File: config.mk
export PLATFORM = sky130hd
export DESIGN_NAME = chrono_core
export DESIGN_NICKNAME = d
export VERILOG_FILES = /design/src/rtl/chrono_core.sv
export SDC_FILE = /design/constraint.sdc
export NUM_CORES = 1
export LEC_CHECK = 0
export CORE_ASPECT_RATIO = 0.6
export CORE_MARGIN = 10
export CORE_UTILIZATION = 49
export DETAILED_ROUTE_END_ITERATION = 8
export PLACE_DENSITY = 0.81
export SLEW_MARGIN = 30
export SYNTH_ARGS = -nofsm -noshare
export SYNTH_HDL_FRONTEND = slang
export SYNTH_SLANG_ARGS = --single-unit
File: constraint.sdc
create_clock -name clk -period 2.3 [get_ports clk]
set_input_delay 0.46 -clock clk [delete_from_list [all_inputs] [get_ports clk]]
set_output_delay 0.46 -clock clk [all_outputs]
set_load 0.03 [all_outputs]
File: src/rtl/chrono_core.sv
// chrono_core: stopwatch time-keeping core.
//
// Counts MM:SS.t in BCD on each tenth-second tick. A four-state FSM
// (IDLE/RUN/LAP/STOP) sequences the start/stop, lap and clear commands.
// The display shows either the live count or a frozen lap snapshot.
//
// Ports:
//   clk         system clock
//   rst         asynchronous active-low reset (0 = reset)
//   tick        one-cycle pulse per tenth of a second
//   start_stop  one-cycle command pulse: start / stop / resume
//   lap         one-cycle command pulse: take / retake a lap snapshot
//   clear       one-cycle command pulse: zero everything (from STOP only)
//   disp_*      BCD digits MM:SS.t driven to the display multiplexer
//   running     1 in RUN or LAP
//   lap_active  1 in LAP
//   overflow    sticky flag, set when the count wraps past MAX_MIN:59.9
module chrono_core #(
    parameter int MAX_MIN = 59
) (
    input  logic       clk,
    input  logic       rst,
    input  logic       tick,
    input  logic       start_stop,
    input  logic       lap,
    input  logic       clear,
    output logic [3:0] disp_min_t,
    output logic [3:0] disp_min_u,
    output logic [3:0] disp_sec_t,
    output logic [3:0] disp_sec_u,
    output logic [3:0] disp_tenth,
    output logic       running,
    output logic       lap_active,
    output logic       overflow
);

    typedef enum logic [1:0] {
        S_IDLE = 2'd0,
        S_RUN  = 2'd1,
        S_LAP  = 2'd2,
        S_STOP = 2'd3
    } state_t;

    localparam logic [3:0] MAX_T = 4'(MAX_MIN / 10);
    localparam logic [3:0] MAX_U = 4'(MAX_MIN % 10);

    // Count layout: {min_t, min_u, sec_t, sec_u, tenth}
    state_t      state_q, state_d;
    logic [19:0] cnt_q, cnt_d;
    logic [19:0] lap_q, lap_d;
    logic        ovf_q, ovf_d;
    logic [20:0] inc_res;
    logic [19:0] disp_sel;

    // One-tenth increment with the whole carry chain resolved combinationally.
    // Bit 20 of the result flags a wrap from MAX_MIN:59.9 to 00:00.0.
    function automatic logic [20:0] bcd_inc(input logic [19:0] c);
        logic [3:0] mt, mu, st, su, t;
        logic       wrap;
        {mt, mu, st, su, t} = c;
        wrap = 1'b0;
        if (t != 4'd9) begin
            t = t + 4'd1;
        end else begin
            t = 4'd0;
            if (su != 4'd9) begin
                su = su + 4'd1;
            end else begin
                su = 4'd0;
                if (st != 4'd5) begin
                    st = st + 4'd1;
                end else begin
                    st = 4'd0;
                    if (mt == MAX_T && mu == MAX_U) begin
                        mt   = 4'd0;
                        mu   = 4'd0;
                        wrap = 1'b1;
                    end else if (mu != 4'd9) begin
                        mu = mu + 4'd1;
                    end else begin
                        mu = 4'd0;
                        mt = mt + 4'd1;
                    end
                end
            end
        end
        return {wrap, mt, mu, st, su, t};
    endfunction

    always_comb begin
        state_d = state_q;
        cnt_d   = cnt_q;
        lap_d   = lap_q;
        ovf_d   = ovf_q;
        inc_res = bcd_inc(cnt_q);

        // Counting follows the registered state, so a tick coinciding with
        // a stop is still counted and one coinciding with a start is not.
        if (tick && (state_q == S_RUN || state_q == S_LAP)) begin
            cnt_d = inc_res[19:0];
            if (inc_res[20]) begin
                ovf_d = 1'b1;
            end
        end

        case (state_q)
            S_IDLE: begin
                if (start_stop) begin
                    state_d = S_RUN;
                end
            end
            S_RUN, S_LAP: begin
                if (start_stop) begin
                    state_d = S_STOP;
                end else if (lap) begin
                    state_d = S_LAP;
                    lap_d   = cnt_q;
                end
            end
            S_STOP: begin
                if (clear) begin
                    state_d = S_IDLE;
                    cnt_d   = '0;
                    lap_d   = '0;
                    ovf_d   = 1'b0;
                end else if (start_stop) begin
                    state_d = S_RUN;
                end
            end
            default: state_d = S_IDLE;
        endcase
    end

    always_ff @(posedge clk or negedge rst) begin
        if (!rst) begin
            state_q <= S_IDLE;
            cnt_q   <= '0;
            lap_q   <= '0;
            ovf_q   <= 1'b0;
        end else begin
            state_q <= state_d;
            cnt_q   <= cnt_d;
            lap_q   <= lap_d;
            ovf_q   <= ovf_d;
        end
    end

    // Display is a plain mux of registered sources; no extra pipeline stage.
    assign disp_sel   = (state_q == S_LAP) ? lap_q : cnt_q;
    assign disp_min_t = disp_sel[19:16];
    assign disp_min_u = disp_sel[15:12];
    assign disp_sec_t = disp_sel[11:8];
    assign disp_sec_u = disp_sel[7:4];
    assign disp_tenth = disp_sel[3:0];
    assign running    = (state_q == S_RUN) || (state_q == S_LAP);
    assign lap_active = (state_q == S_LAP);
    assign overflow   = ovf_q;

endmodule

# Word-level counts from Yosys, hierarchy flattened
# Index checks and enable logic that the tools add are counted.
dict set report totals {
  input_bits 6
  elab_cells 66
  out_inout_bits 23
  register_bits 43
}
dict set report op_classes {
  n_reduce_logical 7
  n_eq_ne 13
  add_sub_neg 5
  n_mux 37
}
# cell count
set ops {}
lappend ops {{$mux 20} 7}
lappend ops {{$mux 4} 16}
lappend ops {{$pmux 20 s2} 1}
lappend ops {{$add 4x1->4 const B} 5}
lappend ops {{$ne 4x4->1 const B} 3}
lappend ops {{$mux 1} 8}
lappend ops {{$mux 2} 4}
lappend ops {{$ne 2x2->1 const B} 3}
lappend ops {{$pmux 2 s3} 1}
lappend ops {{$eq 2x2->1 const B} 2}
lappend ops {{$eq 4x3->1 const B} 1}
lappend ops {{$eq 4x4->1 const B} 1}
lappend ops {{$ne 4x3->1 const B} 1}
lappend ops {{$reduce_and 4->1} 1}
lappend ops {{$ne 3x3->1 const B} 1}
lappend ops {{$eq 2x1->1 const B} 1}
lappend ops {{$logic_and 1x1->1} 2}
lappend ops {{$logic_not 2->1} 1}
lappend ops {{$reduce_bool 2->1} 1}
lappend ops {{$reduce_or 2->1} 1}
lappend ops {{$logic_or 1x1->1} 1}

# Longest topological paths before layout
dict set report depth {
  word_depth 10
  ltp_mapped 8
  mapped_depth_nobuf 6
}

# Worst setup path after synthesis
# OpenSTA, ideal clock, no wires.
dict set report synth_path {
  path_type {flip-flop to output port}
  start {reg state_q[0]}
  end {out disp_min_u[0]}
  stages_incl_launch_ff 6
  path_buffers 2
  path_slack_ns -0.017
  arrival_ns 1.857
  required_time_ns 1.840
  path_cell_list {dfrtp_1 inv_1 ha_1 clkbuf_1 clkbuf_1 mux2_2}
}
dict set report synth_via {
  elab_chain_cells 2
}
# item line_no
set synth_lines {}
lappend synth_lines {{start, declared} 48} ;# state_t state_q, state_d;
lappend synth_lines {{start signal, assigned} 141} ;# state_q <= state_d;
lappend synth_lines {{$eq 2x2->1} -}
lappend synth_lines {{net lap_active} 33} ;# output logic lap_active,
lappend synth_lines {{$mux 20} 149} ;# assign disp_sel = (state_q == S_LAP) ? lap_q : cnt_q;
lappend synth_lines {{end, declared} 28} ;# output logic [3:0] disp_min_u,
# The timed path passes the listed nets, and every way through them passes these cells.

# Worst setup path after layout
dict set report layout_path {
  start {reg state_q[0]}
  end {out disp_sec_t[2]}
}
dict set report layout_via {
  elab_chain_cells 2
}
# item line_no
set layout_lines {}
lappend layout_lines {{$eq 2x2->1} 149}
lappend layout_lines {{$mux 20} 149}
lappend layout_lines {{end, declared} 29} ;# output logic [3:0] disp_sec_t,
# Every way passes these cells.

==> metrics.txt <==
run status=finished, final reports clean; proportion of layout cells with a drive suffix above 1=20.28%; final worst-path cycle share=97.17%; net switching power=1.188 mW; total die area=between 0.008 and 0.009 mm^2; Core Rows=19; NumNets Final=293; number of enable flip-flop cells after synthesis=0; Final Hold Slack=0.2285 ns; clock tree from TritonCTS=done; Starting Density=51.91%; cell depth of the worst flop-to-flop path=7; via count of the first global-routing pass=1800; reg2reg setup slack=0.16 ns; Port Buf Inserts=28; unrepaired setup endpoints after global routing=true; via/cell ratio=5.381; #FFs+latches synth=between 40 and 50; Sinks on Clock Net=43; yosys synthesis warning count=0; critical path required time=around 1.8 ns; hold crit path type=input pin to async pin; category of the most critical setup path=flip-flop to output port; cell types with the largest area share after synthesis=sky130_fd_sc_hd__dfrtp_1 44%, sky130_fd_sc_hd__mux2_2 7.4%, sky130_fd_sc_hd__o21ai_0 5.0%, sky130_fd_sc_hd__nand2_1 5.0%, sky130_fd_sc_hd__nand2b_1 3.9%; type of destination of the critical path=output port; Synth Flop Type=sky130_fd_sc_hd__dfrtp_1; sequential fraction of the synthesis area=44.49%; critical register-to-register path endpoint=cnt_q[14]; Iteration-0 DRC Markers=97; combinational power share=47.1%; final RePlAce weighted congestion=0.7791; aggregate global routing overflow=0; share of synthesized registers carrying an async set or reset=100.0%; Post-Route WL=5.102 mm; count of hold-fix buffers inserted at cts=0; final number of setup-violating endpoints=0; first-pass GRT wire length=8.928 mm; number of nets produced by synthesis=266; clk_lat worst skew=roughly 0.30 ns; netlist area before placement=about 0.0024 mm^2; part of the total power dissipated in the clock network=18.4%; detail-routed net length per standard cell=14.83 um; number of antenna-violating nets in the routed design=0; count of H-tree levels built during CTS=2; Max clock buf depth=2; upper clock frequency limit=approximately 450 MHz; maximum vdd ir drop=0.001081 V; Antenna Cells=0; share of power burned in registers=34.5%; Worst Max-Slew Pin Slew=about 0.55 ns; average size of a mapped cell=9.560 um^2; Die X=110.7 um; total DRC errors in the routed layout=0; number of hold violations in the final report=0; final design utilization=61.06%; number of buffers created by CTS=5; switch share=41.03%; Die Y-Extent=74.42 um; kind of start point of the critical path=flip-flop; Final Max Tran Viols=0; CP Max Fanout=25; number of distinct library cells after synthesis=45; cell at the root of the clock tree=sky130_fd_sc_hd__clkbuf_8; vias after detailed routing=1851; clock slew at the register clock pins of the worst setup and hold paths=approximately 0.080 ns; total half-perimeter wirelength after legalization and detailed placement=3.461 mm; static leakage=1.287 nW; min Tclk post-route=about 2.2 ns; pin count of the biggest net entering global routing=44; endpoint arrival time on the critical path=1.77 ns; Filler Cells Inserted=~430; largest clock skew in the final design=0.002940 ns; number of detailed-routing iterations run before antenna repair=4; Area Overhead vs Synth=17.64%; Yosys top cell by area=sky130_fd_sc_hd__dfrtp_1; power per cell area=1017 mW/mm^2; number of maximum-capacitance violations=0; number of standard cells after synthesis=253; top cell type's share of synthesized area=44.49%; r2r startpoint=state_q[0]; gr usage total=between 10% and 20%; internal power consumption=1.707 mW; Worst slew margin=between 60% and 70%; number of post-CTS setup repair buffers=0; initial antenna violation count=0; top-level port count=29; post-cts repair resize count=44; area of the core region=roughly 0.0047 mm^2
-- critical path, cell delays in order, from the launching register on --
cell                              delay (ns)
sky130_fd_sc_hd__dfrtp_1                0.38
sky130_fd_sc_hd__inv_1                  0.08
sky130_fd_sc_hd__ha_1                   0.19
sky130_fd_sc_hd__buf_12                 0.19
sky130_fd_sc_hd__mux2_2                 0.35
sky130_fd_sc_hd__clkdlybuf4s15_2        0.28
-- registers in the layout, indices dropped and copies added (netlist names) --
register and count:
lap_q 20, cnt_q 20, state_q 2, overflow 1
-- cell usage after synthesis, types with 4 or more instances --
| cell | number |
|---|---|
| sky130_fd_sc_hd__o31ai_1 | 7 |
| sky130_fd_sc_hd__xor2_1 | 4 |
| sky130_fd_sc_hd__ha_1 | 7 |
| sky130_fd_sc_hd__o21ai_0 | 24 |
| sky130_fd_sc_hd__nand2b_1 | 15 |
| sky130_fd_sc_hd__inv_1 | 9 |
| sky130_fd_sc_hd__nor2_1 | 19 |
| sky130_fd_sc_hd__or3_1 | 4 |
| sky130_fd_sc_hd__dfrtp_1 | 43 |
| sky130_fd_sc_hd__a21oi_1 | 9 |
| sky130_fd_sc_hd__nand2_1 | 32 |
| sky130_fd_sc_hd__clkbuf_1 | 10 |
| sky130_fd_sc_hd__nand3_1 | 6 |
| sky130_fd_sc_hd__mux2i_1 | 7 |
| sky130_fd_sc_hd__mux2_2 | 16 |
-- layout make-up --
type	count	area, um^2	share of cell area, %
clock buffer	8	100.1	3.518
inverter	9	33.78	1.187
multi-input combinational	185	1221	42.92
sequential	43	1076	37.82
tap	63	78.83	2.770
timing repair buffer	36	335.3	11.79
-- metal layers --
metal	share of wire [%]	routed length [um]	vias to the layer above	global-route usage [%]
met5	0	0	-	0
met4	0.61	31	0	3.736
met3	5.9	301	4	4.418
met2	43	2177	40	19.53
met1	51	2592	878	16.93
li1	-	-	929	-
-- kinds of logic after synthesis --
family | Yosys count | synth area share, %
buffers and inverters | 25 | 5.018
DFF | 43 | 44.49
muxes | 23 | 10.35
xor gates and xnor gates | 5 | 1.811
adders and majority gates | 7 | 3.621
and+or+nand+nor | 101 | 22.35
AOI/OAI and AO/OA | 49 | 12.36
-- how the worst max path moves through the flow --
stage | depth (start not counted) | start | to
after global routing | 5 | state_q[0] | disp_sec_t[0]
after CTS | 5 | state_q[0] | disp_sec_t[1]
after global placement | 5 | state_q[0] | disp_sec_t[2]
after floorplan | 5 | state_q[0] | disp_min_t[1]
final | 5 | state_q[0] | disp_sec_t[2]
after detailed placement | 5 | state_q[0] | disp_sec_t[2]
-- per-stage QoR --
stage               instances  setup TNS, ns  power, mW  cell area [um^2]  setup slack, ns
floorplan                 253              0      1.923              2420          0.02628
global placement          336              0      2.389              2758          0.08066
detailed placement        336              0      2.418              2758          0.06853
CTS                       344              0      2.923              2870       0.00003697
global route              344        -0.1484      3.095              2845         -0.02334
finish                    344              0      2.894              2845          0.06516
-- power groups by stage --
stage / combinational (mW) / sequential (mW) / clock [mW]
global route: 1.50 / 1.01 / 0.577
global placement: 1.38 / 1.01 / 0
finish: 1.36 / 0.999 / 0.533
CTS: 1.38 / 0.998 / 0.547
floorplan: 0.951 / 0.972 / 0
detailed placement: 1.41 / 1.01 / 0
-- layout by cell type (no fill, tap or decap), types with 9 or more instances in the layout --
cell type and instances:
sky130_fd_sc_hd__inv_1 9, sky130_fd_sc_hd__buf_4 11, sky130_fd_sc_hd__mux2_2 16, sky130_fd_sc_hd__nand2b_1 15
sky130_fd_sc_hd__nand2_1 32, sky130_fd_sc_hd__nor2_1 19, sky130_fd_sc_hd__a21oi_1 9, sky130_fd_sc_hd__clkdlybuf4s15_2 11
sky130_fd_sc_hd__dfrtp_1 43, sky130_fd_sc_hd__o21ai_0 24
No activity file was read; power rests on OpenSTA's default activity.
